$ cat config.mk
export PLATFORM = sky130hd
export DESIGN_NAME = cdc_tx_scheduler
export DESIGN_NICKNAME = d
export VERILOG_FILES = /design/src/rtl/cdc_tx_scheduler.sv
export SDC_FILE = /design/constraint.sdc
export NUM_CORES = 1
export LEC_CHECK = 0
export ABC_AREA = 1
export BUFFER_PORTS_ARGS = -buffer_cell sky130_fd_sc_hd__buf_2
export CAP_MARGIN = 10
export CORE_UTILIZATION = 40
export CTS_CLUSTER_SIZE = 8
export DETAILED_ROUTE_END_ITERATION = 16
export HOLD_SLACK_MARGIN = 0.08
export PLACE_DENSITY = 0.74
export REMOVE_ABC_BUFFERS = 1
export SETUP_SLACK_MARGIN = 0.05
export SLEW_MARGIN = 20
export SYNTH_ARGS = -nofsm -noshare
export SYNTH_HDL_FRONTEND = slang
export SYNTH_SLANG_ARGS = --single-unit
$ cat constraint.sdc
create_clock -name CLK -period 1.9 [get_ports CLK]
set_input_delay 0.38 -clock CLK [delete_from_list [all_inputs] [get_ports CLK]]
set_output_delay 0.38 -clock CLK [all_outputs]
set_load 0.05 [all_outputs]
$ cat src/rtl/cdc_tx_scheduler.sv
// Source-domain scheduler sharing one DATA_SYNC crossing between NUM_REQ requesters.
// Round-robin arbitration, then hold/gap sequencing of bus_enable around a stable word.
module cdc_tx_scheduler #(
   parameter int BUS         = 8,
   parameter int NUM_REQ     = 2,
   parameter int HOLD_CYCLES = 4,
   parameter int GAP_CYCLES  = 2,
   localparam int IDW        = $clog2(NUM_REQ)
) (
   input  logic                   CLK,
   input  logic                   RST,
   input  logic [NUM_REQ-1:0]     req_valid,
   input  logic [NUM_REQ*BUS-1:0] req_data,
   output logic [NUM_REQ-1:0]     req_ready,
   output logic [BUS-1:0]         unsync_bus,
   output logic                   bus_enable,
   output logic [IDW-1:0]         grant_id,
   output logic                   busy,
   output logic                   xfer_done
);

   localparam int MAXC = (HOLD_CYCLES > GAP_CYCLES) ? HOLD_CYCLES : GAP_CYCLES;
   localparam int CW   = $clog2(MAXC) + 1;

   typedef enum logic [1:0] {IDLE, LOAD_HOLD, GAP} state_t;

   state_t              state;
   logic [CW-1:0]       counter;
   logic [IDW-1:0]      ptr;
   logic [IDW-1:0]      winner;
   logic [IDW-1:0]      offs;
   logic [IDW:0]        wsum;
   logic [2*NUM_REQ-1:0] rotated;
   logic [IDW-1:0]      ptr_next;
   logic                accept;

   // Rotate the valids so the pointer sits at bit 0; the lowest set bit is the winner's offset.
   always_comb begin
      rotated = {req_valid, req_valid} >> ptr;
      offs    = '0;
      for (int off = NUM_REQ - 1; off >= 0; off--) begin
         if (rotated[off]) offs = IDW'(off);
      end
      wsum = {1'b0, ptr} + {1'b0, offs};
      if (wsum >= (IDW+1)'(NUM_REQ)) wsum = wsum - (IDW+1)'(NUM_REQ);
      winner   = wsum[IDW-1:0];
      ptr_next = (winner == IDW'(NUM_REQ - 1)) ? '0 : winner + IDW'(1);
   end

   assign accept = (state == IDLE) && (|req_valid);
   assign busy   = (state != IDLE);

   always_comb begin
      req_ready = '0;
      if (accept) req_ready[winner] = 1'b1;
   end

   // xfer_done is registered so it lines up with the final GAP cycle rather than trailing it.
   always_ff @(posedge CLK or posedge RST) begin
      if (RST) begin
         state      <= IDLE;
         counter    <= '0;
         ptr        <= '0;
         unsync_bus <= '0;
         bus_enable <= 1'b0;
         grant_id   <= '0;
         xfer_done  <= 1'b0;
      end else begin
         xfer_done <= 1'b0;
         case (state)
            IDLE: begin
               if (accept) begin
                  unsync_bus <= req_data[winner*BUS +: BUS];
                  bus_enable <= 1'b1;
                  grant_id   <= winner;
                  ptr        <= ptr_next;
                  counter    <= CW'(HOLD_CYCLES - 1);
                  state      <= LOAD_HOLD;
               end
            end
            LOAD_HOLD: begin
               if (counter == '0) begin
                  bus_enable <= 1'b0;
                  counter    <= CW'(GAP_CYCLES - 1);
                  xfer_done  <= (GAP_CYCLES == 1);
                  state      <= GAP;
               end else begin
                  counter <= counter - CW'(1);
               end
            end
            GAP: begin
               if (counter == '0) begin
                  state <= IDLE;
               end else begin
                  counter   <= counter - CW'(1);
                  xfer_done <= (counter == CW'(1));
               end
            end
            default: state <= IDLE;
         endcase
      end
   end

endmodule

### Word-level counts from Yosys, hierarchy flattened

Index checks and enable logic that the tools add are counted.

| word-level totals | value |
|---|---|
| word-level logic and storage cells | 55 |
| register bits after elaboration | 17 |
| bits of input ports | 20 |

| operators by class | value |
|---|---|
| reductions and logical operators | 12 |
| add/subtract/negate cells | 4 |
| shift-type cells | 2 |
| equal/unequal tests | 7 |
| $lt $le $gt $ge | 3 |
| muxes and demuxes | 20 |

Operators by type and width:

| cell | count |
|---|---|
| 16-bit by 5-bit indexed part select with 8-bit output | 1 |
| 1-bit two-way mux | 9 |
| 3-bit two-way mux | 3 |
| 3-bit one-hot mux with 3 select lines | 1 |
| 3-bit AND reduction | 3 |
| 2-bit two-way mux | 4 |
| 2-bit != test (second input constant) | 4 |
| 2-bit one-hot mux with 3 select lines | 1 |
| 2-bit nonzero test | 2 |
| 4-bit by 1-bit right shift with 2-bit output | 1 |
| 3-bit by 1-bit equality test with 1-bit output (second input constant) | 1 |
| 3-bit logical NOT | 1 |
| 3-bit nonzero test | 1 |
| 3-bit by 1-bit subtractor with 3-bit output (second input constant) | 1 |
| 1-bit by 1-bit adder with 2-bit output | 1 |
| 2-bit by 1-bit equality test with 1-bit output (second input constant) | 1 |
| 2-bit equality test (second input constant) | 1 |
| 2-bit greater-or-equal comparator (second input constant) | 1 |
| 1-bit logical AND | 2 |
| 2-bit logical NOT | 1 |
| 1-bit by 2-bit < comparator with 1-bit output (second input constant) | 1 |
| 1-bit one-hot mux with 2 select lines | 1 |
| 2-bit AND reduction | 1 |
| 2-bit OR reduction | 1 |
| 4 further kinds | 4 |

### Depth between registers and ports, before layout

Gate-level depths: netlist of the first run.

| depth | value |
|---|---|
| word-level depth | 11 |
| gate-level depth with buffers | 8 |
| mapped depth without buffers | 8 |

### Worst setup path before layout of the first run

No wires, ideal clock.

| timing path | value |
|---|---|
| path kind | register to output |
| start point | reg state[0] |
| end point | out req_ready[0] |
| data arrival time | 1.020 ns |
| data required time | 1.520 ns |
| slack | 0.500 ns |
| stages on the path, launching flop included | 5 |
| cells stage by stage | dfrtp_1 inv_1 ha_1 nand3_1 inv_2 |

| on the way | value |
|---|---|
| cells in the longest elaborated chain, start to end | 3 |

RTL lines:

| element | line | RTL |
|---|---|---|
| start: declaration | 27 | `state_t state;` |
| start signal: assignment | 61 | `state <= IDLE;` |
| start signal: assignment | 78 | `state <= LOAD_HOLD;` |
| start signal: assignment | 86 | `state <= GAP;` |
| 2-bit logical NOT | 50 | `assign accept = (state == IDLE) && (\|req_valid);` |
| 1-bit logical AND | 50 |  |
| 2-bit two-way mux | 55 | `if (accept) req_ready[winner] = 1'b1;` |
| end: declaration | 14 | `output logic [NUM_REQ-1:0] req_ready,` |

No other way between the ends.

### Worst setup path in the final report of the first run

| timing path | value |
|---|---|
| start point | reg state[1] |
| end point | out req_ready[1] |

The elaborated chain is that of the path after synthesis.

==> metrics.csv, run 1 <==
stage;metric;value;unit
placement;GP Congestion;0.741;
layout;share of cells above drive strength 1;29.9;%
grt;Total Routing Usage GR;17.3;%
placement;placed cells;175;
clock_network;CTS sink count;17;
placement;dpl hpwl;1.55;mm
grt;first-pass GRT wire length;3.27;mm
floorplan;Core Area;0.00204;mm2
sta;final worst path period need;1.77;ns
floorplan;Die Area;0.00246;mm2
clock_network;clock root buffer;clkbuf_4;
logic_synthesis;post-synthesis compound-gate area fraction;4.97;%
clock_network;Worst-path clk slew;0.10;ns
grt;vias in the first global route;760;
sta;slew of the pin with the lowest slew margin;0.712;ns
floorplan;Die H;49.6;um
floorplan;# rows;16;
setup_path;crit path DAT;1.39;ns
grt;initial antenna violation count;0;
routing;via-per-instance ratio;4.73;
clock_network;CTS tree;done;
logic_synthesis;Synth Area in Simple Gates;30.3;%
routing;vias;856;
sta;Final Skew;0.00142;ns
setup_path;cells on worst reg2reg path;8;
clock_network;TritonCTS buffer count;3;
sta;period utilisation layout;93.4;%
logic_synthesis;mean post-synth cell area;7.82;um2
logic_synthesis;Post-Synthesis Cell Area;907;um2
layout;fin cells;181;
power;LEAKAGE;0.000677;uW
logic_synthesis;synth warn;0;
routing;number of DRC markers in iteration 0;28;
flow_run;Max-Cap Viols;0;
floorplan;top-level I/O count;34;
power;PwrDens;1940;mW/mm2
layout;filler cell count in the final layout;196;
layout;Final Util;57.4;%
layout;diodes inserted;0;
setup_path;Crit Path Max Fanout;10;
sta;max-slew violation count;0;
clock_network;clk_lat worst skew;0.30;ns
logic_synthesis;post-synthesis xor/xnor area fraction;0;%
floorplan;Starting Density;44.4;%
logic_synthesis;mux cell area share after synthesis;0;%
routing;# DRC;0;
clock_network;Max clock buf depth;2;
sta;Setup TNS;0;ns
min_path;Hold Crit Class;in2async;
layout;final-stage net count;182;
sta;Worst slew margin;52.2;%
layout;P&R area growth vs syn;29.2;%
routing;Routed Antenna Nets;0;
sta;# setup viols final;0;
floorplan;Die X;49.6;um
routing;Detailed Route WL;1.97;mm
setup_path;nature of the critical path endpoint;output pin;
sta;Max Freq;0.564;GHz
placement;# port buffers;33;
setup_path;critical path data required time;1.52;ns
routing;Initial DRT Pass Iterations;4;
power;peak supply drop;1.01;mV
logic_synthesis;register bit count reported by yosys;17;
sta;RSZ-0062 raised after global routing;true;
setup_path;CP Launch Type;register;
logic_synthesis;adder-cell area share of the yosys netlist;9.66;%
logic_synthesis;Gate Count Post-Synth;116;
clock_network;cts hold-fix bufs;0;
sta;Hold Vio Cnt, Final;0;
power;overall power;2280;uW
logic_synthesis;sequential-to-total area share from yosys stat;46.9;%
sta;WHS;0.156;ns
status;status;finished clean;
clock_network;CTS H-tree depth;1;
grt;total grt overflow;0;
logic_synthesis;largest family of logic cells by synthesized area;simple AND/OR/NAND/NOR gates;
routing;Avg WL per Cell;10.9;um
logic_synthesis;Netlist cell types;17;
setup_path;CP Class;reg2out;
grt;largest net degree at the start of global routing;18;
==> sequential cells by signal (all words and copies together), names as in the netlist <==
register,count
grant_id,1
bus_enable,1
unsync_bus,8
counter,3
state,2
xfer_done,1
ptr,1
==> cell usage in the layout (no fill, tap or decap), types with 2 or more instances in the layout <==
cell type,synthesis,final
a21oi_1,2,2
buf_2,0,31
buf_4,1,2
clkbuf_4,0,3
dfrtp_1,17,17
ha_1,7,6
inv_1,14,13
inv_2,2,3
nand2_1,47,47
nand3_1,12,12
o21ai_0,3,3
o21ai_1,4,4
==> timing repair <==
action	4_1_cts	5_1_grt
gates resized for setup	5	4
buffers inserted	2	0
setup endpoints to repair	2	2
pin swaps	0	0
==> power breakdown <==
group          switching, uW  total, uW  internal (uW)
clock network            124        202           78.5
logic                   1020       1450            425
registers               89.3        624            535
total                   1240       2280           1040
==> critical path, cell delays in order (launching register included) <==
cell	delay, ns
dfrtp_1	0.39
inv_1	0.11
ha_4	0.16
nand2_1	0.05
inv_1	0.07
nand2_2	0.07
clkinv_4	0.09
buf_8	0.15
==> synth_stat cells <==
cell	number	area [um2]
a21oi_1	2	10.0
nand2_2	1	6.26
inv_2	2	7.51
inv_4	1	6.26
buf_4	1	7.51
dfrtp_1	17	425
nand3b_1	1	7.51
nand4_1	1	6.26
nand2_1	47	176
inv_1	14	52.6
o21ai_1	4	20.0
nor3_1	1	5.00
nor2_1	1	3.75
o21ai_0	3	15.0
ha_1	7	87.6
nand3_2	1	10.0
nand3_1	12	60.1
==> area by class of cell <==
| cell class | count | area (um2) | area share (%) |
|---|---|---|---|
| clock buffers | 3 | 22.5 | 1.92 |
| flip-flops and latches | 17 | 425 | 36.3 |
| inverters | 17 | 68.8 | 5.87 |
| well taps | 27 | 33.8 | 2.88 |
| multi-input cells | 81 | 420 | 35.9 |
| repair buffers | 35 | 196 | 16.8 |
| clock inverters | 1 | 5.00 | 0.427 |
==> final timing paths <==
path                             start       endpoint  slack [ns]
hold reg to reg             counter[2]      xfer_done        0.48
setup / recovery              state[1]   req_ready[1]        0.13
setup reg to reg              state[0]     bus_enable        0.40
min in group CLK           req_data[5]  unsync_bus[5]        0.28
hold / removal                     RST  unsync_bus[0]        0.16
max in group asynchronous          RST  unsync_bus[7]        1.33
==> routing by layer <==
layer  wire, um  up-vias  part of all wire (%)  global-route usage [%]
li1           -      439                     -                       -
met1        886      388                    45                    22.7
met2        969       27                    49                    28.8
met3         94        2                   4.8                    3.70
met4         22        0                   1.1                    4.29
met5          0        -                     0                       0
==> through the flow <==
step / setup slack (ns) / cell area (um2)
after floorplan: 0.500 / 900
after global placement: 0.280 / 1100
after detailed placement: 0.203 / 1100
after CTS: 0.0526 / 1160
after global routing: 0.0372 / 1170
final: 0.126 / 1170
==> cells by family after synthesis <==
kind of cell | after synthesis
flops | 17
compound gates | 9
buf+inv | 18
fa+ha+maj | 7
simple gates | 65
(Power assumes the default switching activity.)
==> inputs of run 2 (changes only) <==
Settings changed: ABC_CLOCK_PERIOD_IN_PS set to 1900, CELL_PAD_IN_SITES_DETAIL_PLACEMENT set to 1, CELL_PAD_IN_SITES_GLOBAL_PLACEMENT set to 2, CORE_UTILIZATION 40 to 28, CTS_CLUSTER_SIZE 8 to 12, PLACE_DENSITY 0.74 to 0.9.
==> run 2 against run 1 <==
Final cell count increased by 11%. Largest power group unchanged. Total power rose by 2.0%. Sequential power is essentially flat.
==> metrics.csv, run 2 (synthesized netlist as in run 1, its figures left out) <==
stage;metric;value;unit
power;Clk pwr share;9.0;%
floorplan;Die H;58.9;um
clock_network;Max clock buf depth;2;
setup_path;Crit Path Max Fanout;5;
grt;vias in the first global route;888;
routing;via-per-instance ratio;4.36;
routing;Routed Antenna Nets;0;
sta;Setup TNS;0;ns
routing;Detailed Route WL;2.27;mm
power;Sw Share;54.2;%
setup_path;CP Class;reg2out;
sta;setup ws final;0.166;ns
routing;Avg WL per Cell;11.3;um
clock_network;clk_lat worst skew;0.30;ns
layout;commonest non-fill, non-tap cells in the layout;nand2_1, buf_2, dfrtp_1;
routing;number of DRC markers in iteration 0;13;
power;sw power;1260;uW
clock_network;cts hold-fix bufs;0;
routing;WL met2;1.03;mm
clock_network;clock root buffer;clkbuf_4;
layout;commonest non-fill, non-tap cell in the layout;nand2_1;
layout;Final Cell Area;0.00122;mm2
clock_network;Worst-path clk slew;0.11;ns
routing;# DRC;0;
sta;Max Freq;0.577;GHz
placement;placed cells;192;
layout;filler cell count in the final layout;407;
setup_path;critical path data required time;1.52;ns
layout;share of cells above drive strength 1;31.2;%
clock_network;TritonCTS buffer count;3;
layout;fin cells;201;
power;Flop pwr share;26.9;%
sta;RSZ-0062 raised after global routing;false;
layout;largest registers;unsync_bus x8, counter x3, state x2;
floorplan;Die X;58.9;um
status;status;finished clean;
clock_network;CTS sink count;17;
routing;metal1 wirelength;1.12;mm
floorplan;# rows;20;
setup_path;crit path DAT;1.35;ns
sta;slew of the pin with the lowest slew margin;0.820;ns
sta;max-slew violation count;0;
sta;final worst path period need;1.73;ns
grt;Total Routing Usage GR;15.2;%
layout;diodes inserted;0;
routing;top sig layer;met4;
power;combinational share of power;64.1;%
sta;period utilisation layout;91.3;%
clock_network;CTS H-tree depth;1;
grt;largest net degree at the start of global routing;18;
flow_run;Max-Cap Viols;0;
sta;Final Skew;0.00369;ns
floorplan;Starting Density;29.7;%
sta;Worst slew margin;45.0;%
placement;Setup WS pre-CTS;0.204;ns
layout;Largest Register;unsync_bus;
power;Pint;1060;uW
power;LEAKAGE;0.000693;uW
placement;DP Area;0.00112;mm2
layout;Largest register FFs;8;
placement;# port buffers;33;
grt;first-pass GRT wire length;3.93;mm
floorplan;Die Area;0.00347;mm2
min_path;Hold Crit Class;in2async;
routing;metal3 WL;77;um
power;overall power;2320;uW
setup_path;CP Launch Type;register;
layout;P&R area growth vs syn;34.1;%
clock_network;CTS tree;done;
floorplan;Core Area;0.00305;mm2
placement;GP Congestion;0.734;
grt;initial antenna violation count;0;
routing;Initial DRT Pass Iterations;4;
layout;final-stage net count;185;
power;peak supply drop;0.634;mV
floorplan;top-level I/O count;34;
grt;total grt overflow;0;
sta;Hold Vio Cnt, Final;0;
sta;# setup viols final;0;
setup_path;nature of the critical path endpoint;output pin;
power;PwrDens;1910;mW/mm2
routing;vias;876;
placement;dpl hpwl;1.72;mm
[run 2: critical path: stages, from the launching register on]
cell and delay (ns):
dfrtp_1 0.40, inv_1 0.11, ha_4 0.16, nand3_1 0.13, inv_4 0.10, buf_6 0.16
[run 2: final timing paths]
path / startpoint / end / slack [ns] / cells after the start
worst max-delay path: state[1] / req_ready[0] / 0.17 / 5
worst min-delay path: RST / counter[1] / 0.16 / 2
worst max register to register: state[0] / bus_enable / 0.39 / 8
worst min register to register: grant_id / grant_id / 0.48 / 2
max in group asynchronous: RST / xfer_done / 1.31 / 2
min in group CLK: req_data[2] / unsync_bus[2] / 0.28 / 3
[run 2: routing by layer]
metal  vias to the layer above  GRT usage [%]
li1                        441              -
met1                       415           21.0
met2                        15           23.2
met3                         5           2.64
met4                         0           7.14
met5                         -              0
[run 2: per-stage QoR]
step,utilization (%),hold WS [ns]
after floorplan,-,0.306
after global placement,36.7,0.444
after detailed placement,36.7,0.455
after CTS,38.9,0.193
after global routing,39.8,0.225
final,39.8,0.158
[run 2: layout make-up]
type                            count  area [um2]  share of cell area (%)
Sequential cell                    17         425                    35.0
Multi-Input combinational cell     81         420                    34.6
Timing Repair Buffer               38         219                    18.0
Inverter                           17        68.8                    5.66
Tap cell                           44        55.1                    4.53
Clock buffer                        3        22.5                    1.85
Clock inverter                      1        5.00                   0.412
[run 2: power by group through the flow]
stage | Combinational [uW] | Clock, uW | Sequential (uW)
after global routing | 1650 | 225 | 649
after floorplan | 679 | 0 | 1000
final | 1490 | 209 | 625
after CTS | 1460 | 214 | 624
after global placement | 1350 | 0 | 632
after detailed placement | 1370 | 0 | 645
[run 2: timing repair]
item | 4_1_cts | 5_1_grt
gates cloned | 0 | 0
gates resized for setup | 6 | 3
buffers inserted | 3 | 2
setup endpoints to repair | 2 | 2
==> inputs of run 3 (changes only) <==
Settings changed: ABC_CLOCK_PERIOD_IN_PS 1900 to 1950, CORE_UTILIZATION 28 to 26, MAX_ROUTING_LAYER set to met4, PLACE_DENSITY 0.9 to 0.85.
Clock period 1.9 ns to 1.95 ns, I/O delays scaled along.
==> run 3 against run 2 <==
Sequential cell count unchanged. Clock power is 7% lower. Combinational power decreased by 4%. Highest routed layer unchanged.
==> metrics.csv, run 3 (synthesized netlist as in run 1, its figures left out) <==
stage;metric;value;unit
routing;number of DRC markers in iteration 0;6;
setup_path;Crit Path Max Fanout;10;
setup_path;CP Class;reg2out;
sta;final worst path period need;1.80;ns
setup_path;CP Launch Type;register;
grt;largest net degree at the start of global routing;18;
layout;P&R area growth vs syn;31.9;%
setup_path;critical path data required time;1.56;ns
layout;commonest non-fill, non-tap cells in the layout;nand2_1, buf_2, dfrtp_1;
sta;Final Skew;0.00459;ns
sta;Worst slew margin;42.4;%
layout;Largest Register;unsync_bus;
clock_network;CTS tree;done;
layout;commonest non-fill, non-tap cell in the layout;nand2_1;
grt;total grt overflow;0;
sta;RSZ-0062 raised after global routing;true;
routing;Avg WL per Cell;11.5;um
grt;vias in the first global route;935;
floorplan;# rows;21;
layout;largest registers;unsync_bus x8, counter x3, state x2;
routing;Initial DRT Pass Iterations;2;
sta;period utilisation layout;92.5;%
sta;max-slew violation count;0;
power;LEAKAGE;0.000677;uW
flow_run;Max-Cap Viols;0;
routing;# DRC;0;
floorplan;top-level I/O count;34;
status;status;finished clean;
clock_network;clock root buffer;clkbuf_4;
grt;Total Routing Usage GR;14.6;%
floorplan;Core Area;0.00334;mm2
sta;Max Freq;0.554;GHz
layout;Largest register FFs;8;
clock_network;CTS sink count;17;
sta;Hold Vio Cnt, Final;0;
routing;via-per-instance ratio;4.30;
setup_path;R2R setup slack;0.45;ns
layout;share of cells above drive strength 1;29.9;%
min_path;Hold Crit Class;in2async;
routing;Routed Antenna Nets;0;
placement;dpl hpwl;1.79;mm
floorplan;Die H;61.1;um
grt;initial antenna violation count;0;
grt;first-pass GRT wire length;3.88;mm
sta;slew of the pin with the lowest slew margin;0.858;ns
layout;Final Util;35.8;%
floorplan;Starting Density;27.2;%
clock_network;TritonCTS buffer count;3;
power;peak supply drop;0.721;mV
sta;# setup viols final;0;
placement;# port buffers;33;
sta;Setup TNS;0;ns
floorplan;Die Area;0.00373;mm2
setup_path;crit path DAT;1.41;ns
routing;vias;860;
layout;diodes inserted;0;
setup_path;nature of the critical path endpoint;output pin;
clock_network;CTS H-tree depth;1;
placement;GP Congestion;0.799;
floorplan;Die X;61.1;um
layout;final-stage net count;182;
power;PwrDens;1870;mW/mm2
clock_network;Max clock buf depth;2;
routing;Detailed Route WL;2.31;mm
clock_network;Worst-path clk slew;0.11;ns
clock_network;clk_lat worst skew;0.29;ns
==> run 3: layer usage <==
metal	global-route usage [%]	part of all wire [%]
met5	-	0
met4	3.90	0.35
met3	1.89	3.9
met1	15.8	42
met2	27.6	54
==> run 3: critical path: stages (launching register included) <==
cell	delay, ns
dfrtp_1	0.40
inv_1	0.12
ha_4	0.17
nand2_1	0.05
inv_1	0.06
nand2_2	0.07
inv_4	0.11
buf_8	0.15
==> run 3: final cells by class <==
| class | instances | area, um2 |
|---|---|---|
| fillers | 436 | 2140 |
| clock buffers | 3 | 22.5 |
| repair buffers | 35 | 196 |
| well taps | 46 | 57.6 |
| flip-flops and latches | 17 | 425 |
| multi-input cells | 81 | 420 |
| inverters | 17 | 68.8 |
| clock inverters | 1 | 5.00 |
==> run 3: path summary, 6_finish.rpt <==
kind / from / endpoint / cells past startpoint
setup / recovery: state[1] / req_ready[1] / 7
hold reg to reg: counter[2] / xfer_done / 1
min in group CLK: req_data[5] / unsync_bus[5] / 3
setup reg to reg: state[0] / bus_enable / 8
hold / removal: RST / unsync_bus[7] / 2
max in group asynchronous: RST / unsync_bus[3] / 2
==> run 3: report_power, final <==
| part | internal (uW) | switching (uW) | total [uW] |
|---|---|---|---|
| logic | 418 | 1010 | 1430 |
| registers | 521 | 89.0 | 610 |
| clock network | 76.3 | 117 | 194 |
| total | 1020 | 1220 | 2230 |
==> run 3: stage by stage <==
| step | worst slack [ns] | total power (uW) | area [um2] | hold WS (ns) | instances |
|---|---|---|---|---|---|
| finish | 0.146 | 2230 | 1200 | 0.169 | 200 |
| detailed placement | 0.243 | 1980 | 1120 | 0.466 | 194 |
| CTS | 0.0792 | 2230 | 1180 | 0.192 | 200 |
| global route | 0.0461 | 2440 | 1200 | 0.207 | 200 |
| global placement | 0.292 | 1940 | 1120 | 0.465 | 194 |
| floorplan | 0.540 | 1640 | 900 | 0.316 | 115 |
==> run 3: what timing repair did <==
item | 4_1_cts | 5_1_grt
pin swaps | 0 | 0
setup buffers | 2 | 0
gates resized for setup | 5 | 4
setup endpoints to repair | 2 | 2
hold buffers | 0 | 0
